### src/rtl/sim_cycle_watchdog.sv
// sim_cycle_watchdog: run controller for the simulation harness.
// It latches a total-cycle limit and a no-progress limit once out of reset.
// It counts run cycles and idle cycles, then settles in a sticky PASS on the
// success strobe or a sticky FAIL when a limit expires.
// A limit value of zero disables that limit.
// Optional feature macro: WATCHDOG_FATAL_EN. When it is defined and SYNTHESIS
// is not defined, the block reports the verdict with $fatal / $display.
module sim_cycle_watchdog #(
    parameter int CNT_W = 40
) (
    input  logic             clock,
    input  logic             reset,
    input  logic [31:0]      cfg_max_cycles,
    input  logic [31:0]      cfg_idle_limit,
    input  logic             progress,
    input  logic             success,
    output logic [CNT_W-1:0] cycle_count,
    output logic             done,
    output logic             pass,
    output logic             fail,
    output logic [1:0]       fail_code
);

    typedef enum logic [1:0] {
        ST_INIT = 2'd0,
        ST_RUN  = 2'd1,
        ST_PASS = 2'd2,
        ST_FAIL = 2'd3
    } state_t;

    localparam logic [CNT_W-1:0] CNT_ZERO = {CNT_W{1'b0}};
    localparam logic [CNT_W-1:0] CNT_ONE  = {{(CNT_W-1){1'b0}}, 1'b1};
    localparam logic [CNT_W-1:0] CNT_MAX  = {CNT_W{1'b1}};

    localparam logic [1:0] CODE_NONE = 2'd0;
    localparam logic [1:0] CODE_MAX  = 2'd1;
    localparam logic [1:0] CODE_IDLE = 2'd2;

    // Increment that pins at all-ones instead of wrapping.
    function automatic logic [CNT_W-1:0] sat_inc(input logic [CNT_W-1:0] value);
        logic [CNT_W-1:0] result;
        if (value == CNT_MAX) begin
            result = value;
        end else begin
            result = value + CNT_ONE;
        end
        return result;
    endfunction

    state_t           state_r;
    state_t           state_s;
    logic [CNT_W-1:0] max_sh_r;
    logic [CNT_W-1:0] max_sh_s;
    logic [CNT_W-1:0] idle_sh_r;
    logic [CNT_W-1:0] idle_sh_s;
    logic [CNT_W-1:0] cycle_count_r;
    logic [CNT_W-1:0] cycle_count_s;
    logic [CNT_W-1:0] idle_cnt_r;
    logic [CNT_W-1:0] idle_cnt_s;
    logic             done_r;
    logic             done_s;
    logic             pass_r;
    logic             pass_s;
    logic             fail_r;
    logic             fail_s;
    logic [1:0]       fail_code_r;
    logic [1:0]       fail_code_s;
    logic             max_hit_s;
    logic             idle_hit_s;

    // Limit-expiry conditions, taken from the current register values.
    always_comb begin
        max_hit_s  = (max_sh_r != CNT_ZERO) && (cycle_count_r == (max_sh_r - CNT_ONE));
        idle_hit_s = (idle_sh_r != CNT_ZERO) && !progress &&
                     (idle_cnt_r == (idle_sh_r - CNT_ONE));
    end

    // State register; reset returns to INIT from any state.
    always_ff @(posedge clock) begin
        if (reset) begin
            state_r <= ST_INIT;
        end else begin
            state_r <= state_s;
        end
    end

    // Next-state logic; success outranks both limits, PASS/FAIL are terminal.
    always_comb begin
        state_s = state_r;
        case (state_r)
            ST_INIT: begin
                state_s = ST_RUN;
            end
            ST_RUN: begin
                if (success) begin
                    state_s = ST_PASS;
                end else if (max_hit_s || idle_hit_s) begin
                    state_s = ST_FAIL;
                end else begin
                    state_s = ST_RUN;
                end
            end
            ST_PASS: begin
                state_s = ST_PASS;
            end
            ST_FAIL: begin
                state_s = ST_FAIL;
            end
            default: begin
                state_s = ST_INIT;
            end
        endcase
    end

    // Next values of the limits, counters and verdict outputs.
    always_comb begin
        max_sh_s      = max_sh_r;
        idle_sh_s     = idle_sh_r;
        cycle_count_s = cycle_count_r;
        idle_cnt_s    = idle_cnt_r;
        fail_code_s   = fail_code_r;
        case (state_r)
            ST_INIT: begin
                max_sh_s      = CNT_W'(cfg_max_cycles);
                idle_sh_s     = CNT_W'(cfg_idle_limit);
                cycle_count_s = CNT_ZERO;
                idle_cnt_s    = CNT_ZERO;
            end
            ST_RUN: begin
                cycle_count_s = sat_inc(cycle_count_r);
                if (progress) begin
                    idle_cnt_s = CNT_ZERO;
                end else begin
                    idle_cnt_s = sat_inc(idle_cnt_r);
                end
                // The max-cycle limit wins when both limits expire together.
                if (!success && max_hit_s) begin
                    fail_code_s = CODE_MAX;
                end else if (!success && idle_hit_s) begin
                    fail_code_s = CODE_IDLE;
                end else begin
                    fail_code_s = fail_code_r;
                end
            end
            default: begin
                // PASS and FAIL freeze everything.
                cycle_count_s = cycle_count_r;
            end
        endcase
        done_s = (state_s == ST_PASS) || (state_s == ST_FAIL);
        pass_s = (state_s == ST_PASS);
        fail_s = (state_s == ST_FAIL);
    end

    // Datapath and output registers.
    always_ff @(posedge clock) begin
        if (reset) begin
            max_sh_r      <= CNT_ZERO;
            idle_sh_r     <= CNT_ZERO;
            cycle_count_r <= CNT_ZERO;
            idle_cnt_r    <= CNT_ZERO;
            done_r        <= 1'b0;
            pass_r        <= 1'b0;
            fail_r        <= 1'b0;
            fail_code_r   <= CODE_NONE;
        end else begin
            max_sh_r      <= max_sh_s;
            idle_sh_r     <= idle_sh_s;
            cycle_count_r <= cycle_count_s;
            idle_cnt_r    <= idle_cnt_s;
            done_r        <= done_s;
            pass_r        <= pass_s;
            fail_r        <= fail_s;
            fail_code_r   <= fail_code_s;
        end
    end

    assign cycle_count = cycle_count_r;
    assign done        = done_r;
    assign pass        = pass_r;
    assign fail        = fail_r;
    assign fail_code   = fail_code_r;

`ifdef WATCHDOG_FATAL_EN
`ifndef SYNTHESIS
    // Report the verdict once, on the edge that enters PASS or FAIL.
    always @(posedge clock) begin
        if (!reset && (state_r == ST_RUN) && (state_s == ST_FAIL)) begin
            $fatal(1, "watchdog: FAIL fail_code=%0d at cycle %0d", fail_code_s, cycle_count_s);
        end else if (!reset && (state_r == ST_RUN) && (state_s == ST_PASS)) begin
            $display("watchdog: PASS at cycle %0d", cycle_count_s);
        end
    end
`endif
`endif

endmodule

### config.mk
export PLATFORM = sky130hd
export DESIGN_NAME = sim_cycle_watchdog
export DESIGN_NICKNAME = d
export VERILOG_FILES = /design/src/rtl/sim_cycle_watchdog.sv
export SDC_FILE = /design/constraint.sdc
export NUM_CORES = 1
export LEC_CHECK = 0
export BUFFER_PORTS_ARGS = -buffer_cell sky130_fd_sc_hd__buf_4
export CORE_ASPECT_RATIO = 1.1
export CORE_MARGIN = 2
export CORE_UTILIZATION = 62
export DETAILED_ROUTE_END_ITERATION = 16
export PLACE_DENSITY = 0.93
export REMOVE_ABC_BUFFERS = 1
export SLEW_MARGIN = 20
export SYNTH_ARGS = -nofsm -noshare
export SYNTH_HDL_FRONTEND = slang
export SYNTH_SLANG_ARGS = --single-unit
### constraint.sdc
create_clock -name clock -period 4.1 [get_ports clock]
set_clock_uncertainty 0.05 [all_clocks]
set_input_delay 0.41 -clock clock [delete_from_list [all_inputs] [get_ports clock]]
set_output_delay 0.41 -clock clock [all_outputs]
set_load 0.005 [all_outputs]
==> flow_summary.json <==
{
  "status": "completed",
  "reg2regPathDepth": 10,
  "grt_pass1_vias": 9105,
  "synthArstFlopShare_pct": 0,
  "hold_path_depth": 3,
  "synth_common_cells": "nand2_1, dfxtp_1, a21oi_1",
  "max_stage_delay_ns": 0.78,
  "critPathLaunch": "idle_sh_r[0]$_SDFFE_PP0P_",
  "placed_cell_area_um2": 9950,
  "synth_top_family_by_area": "simple AND/OR/NAND/NOR gates",
  "syn2layout_area_growth_pct": 15.8,
  "clock_tree.root_cell": "clkbuf_16",
  "wl_um": 27800,
  "die_w_um": 120,
  "grtUsageTotal_pct": 35.4,
  "r2r_slack_ns": 0.87,
  "dr.pass1.iters": 5,
  "synth_fa_ha_area_share_pct": 0.823,
  "crit_buf_inv": 1,
  "setup.worst_path.end": "done$_SDFF_PP0_",
  "synth-edff-count": 0,
  "routed_via_density": 6.61,
  "clk_path_buf_depth": 2,
  "synth_seq_area_share_pct": 33.1,
  "path_clk_slew_ns": 0.07,
  "ctsResizeCount": 0,
  "htreeDepth": 4,
  "synth-compound-area-share_pct": 17.4,
  "netlist.area_leader.share_pct": 33.1,
  "fin_nets": 1330,
  "synthCells": 1194,
  "synth_top_cell_by_area": "dfxtp_1",
  "antenna_cells": 0,
  "final_layout_size_suffix_gt1_share_pct": 14.3,
  "crit_family": "simple AND/OR/NAND/NOR gates",
  "stdcell_area_um2": 10600,
  "grt_pass1_wl_um": 45300,
  "finalMaxSlewViolations": 0,
  "end_kind": "flip-flop",
  "peakVddDrop_mv": 0.289,
  "crit_fanout": 8,
  "synth_cell_types": 71,
  "crit_slowest_cell": "nor3b_1",
  "finalSetupTns_ns": 0,
  "dr_total_vias": 9646,
  "ant_nets": 0,
  "hold_class": "input port to flip-flop",
  "port_buffers": 112,
  "gp_congestion": 0.970,
  "postCtsSetupRepairBufs": 0,
  "crit_chain": "inv_1 -> ha_1 -> nor3b_1 -> a21o_1 -> nand3_1 -> nor4_1 -> nand4_1 -> nor4b_4 -> a21oi_2 -> a31oi_1",
  "postCtsHoldBufs": 0,
  "pin_count": 113,
  "startpoint_type": "flip-flop",
  "placement_rows": 46,
  "power_density_nw_per_um2": 381,
  "relSlewSlack_pct": 27.6,
  "syn-cell-area_um2": 9120,
  "required_ns": 4.39,
  "min_period_ns": 3.23,
  "cts_sinks": 151,
  "multi_input_area_um2": 5730,
  "synth-xor-area-share_pct": 9.95,
  "fillerInstances": 1106,
  "ys_seq_elements": 151,
  "seq_area_um2": 3020,
  "grt_max_degree": 66,
  "fmax_mhz": 309,
  "hpwl_um": 19200,
  "arrival_ns": 3.52,
  "yosysMostFrequentCell": "nand2_1",
  "die-area_um2": 15700,
  "synthTopCellsByArea": "dfxtp_1, nand2_1, a21oi_1, xnor2_1, xor2_1",
  "synth-simple-area-share_pct": 33.7,
  "wl_per_cell_um": 19.0,
  "setup_viol": 0,
  "synth.area.mux_share_pct": 0.905,
  "max-cap-violations": 0,
  "synthFlopType": "dfxtp_1",
  "grt_setup_unrepaired": "no",
  "chipHeight_um": 131,
  "cts_tree": "built",
  "fin_crit_sh_pct": 78.8,
  "drtIter0Drc": 911,
  "crit_type": "flip-flop to flip-flop",
  "avgSynthCellArea_um2": 7.64,
  "coreArea_um2": 14400,
  "hold_viol": 0,
  "cts_buffers": 17,
  "leakage_uw": 0.00392,
  "r2r-end": "done$_SDFF_PP0_",
  "worst_pin_slew_ns": 1.08,
  "yosys_warnings": 0,
  "insertion_delay_ns": 0.44,
  "start_util_pct": 63.4,
  "antenna_found_initial": 0,
  "drc": 0,
  "r2r-start": "idle_sh_r[0]$_SDFFE_PP0P_",
  "crit_cells": 10,
  "overflow": 0
}
==> logic make-up after synthesis <==
family,Yosys count
XOR/XNOR,102
buffers and inverters,94
AND/OR/NAND/NOR,583
flip-flops,151
multiplexers,8
AO/OA/AOI/OAI,250
adder cells (fa/ha/maj),6
==> worst reg2reg max path: cells and delay by family, from the launching register on <==
kind / cells / cell delay [ns]
buffers and inverters: 1 / 0.11
adder cells (fa/ha/maj): 1 / 0.28
AO/OA/AOI/OAI: 3 / 0.53
flip-flops: 1 / 0.37
AND/OR/NAND/NOR: 5 / 1.79
==> stage by stage <==
stage	util, %	worst slack [ns]	cells	power, µW	hold slack (ns)
after floorplan	-	0.566	1117	2130	0.399
after global placement	69.2	1.09	1429	2370	0.421
after detailed placement	69.2	0.957	1429	2380	0.429
after CTS	73.4	0.933	1460	4000	0.165
after global routing	73.4	0.627	1460	4160	0.167
final	73.4	0.868	1460	4030	0.163
==> layout by cell type (no fill, tap or decap), types with 4 or more instances in the layout <==
master	instances
nand2b_1	12
o21ai_0	28
or2_2	5
o31ai_1	6
or3_1	22
ha_1	6
nand3_1	43
dfxtp_1	151
nand2_1	191
inv_1	17
nand3b_1	10
and3_1	32
or4_1	15
xnor2_1	52
clkbuf_16	17
a21oi_1	112
buf_4	120
nor2_1	97
a311oi_1	6
o211ai_1	24
nor4_1	34
xor2_1	49
and4_1	8
nor3_1	26
a31oi_1	14
o41ai_1	9
nor3b_1	9
mux2i_1	6
a211oi_1	5
nor4_2	7
a211o_1	4
nand4b_1	4
and2_1	9
nand4_1	35
==> metal layers <==
metal | track usage, % | share of wire, % | vias to the layer above
met1 | 41.0 | 38 | 4519
met2 | 61.0 | 49 | 509
met5 | 0 | 0 | -
met3 | 6.81 | 7.2 | 149
li1 | - | - | 4469
met4 | 19.4 | 5.6 | 0
==> final cells by class <==
class | instances | area share, %
clock inverters | 10 | 1.36
multi-input cells | 949 | 54.2
well taps | 192 | 2.28
repair buffers | 120 | 8.53
inverters | 17 | 0.604
flip-flops and latches | 151 | 28.6
clock buffers | 21 | 4.36
==> flip-flops by register name (all words and copies together) (netlist names) <==
register     count
cycle_count     40
idle_cnt_r      40
idle_sh_r       32
max_sh_r        32
fail_code        2
state_r          2
done             1
fail             1
pass             1
==> worst min path at each step <==
stage / from / endpoint
3_3_place_gp: max_sh_r[29]$_SDFFE_PP0P_ / max_sh_r[29]$_SDFFE_PP0P_
3_5_place_dp: max_sh_r[29]$_SDFFE_PP0P_ / max_sh_r[29]$_SDFFE_PP0P_
2_1_floorplan: max_sh_r[29]$_SDFFE_PP0P_ / max_sh_r[29]$_SDFFE_PP0P_
6_report: cfg_max_cycles[3] / max_sh_r[3]$_SDFFE_PP0P_
5_1_grt: cfg_max_cycles[1] / max_sh_r[1]$_SDFFE_PP0P_
4_1_cts: cfg_max_cycles[3] / max_sh_r[3]$_SDFFE_PP0P_
==> power breakdown <==
| part | internal, µW | switching, µW | leakage (µW) |
|---|---|---|---|
| clock | 990 | 648 | 0.000286 |
| sequential | 1520 | 110 | 0.00123 |
| combinational | 298 | 455 | 0.00240 |
Power figures use the tool's default switching activity.
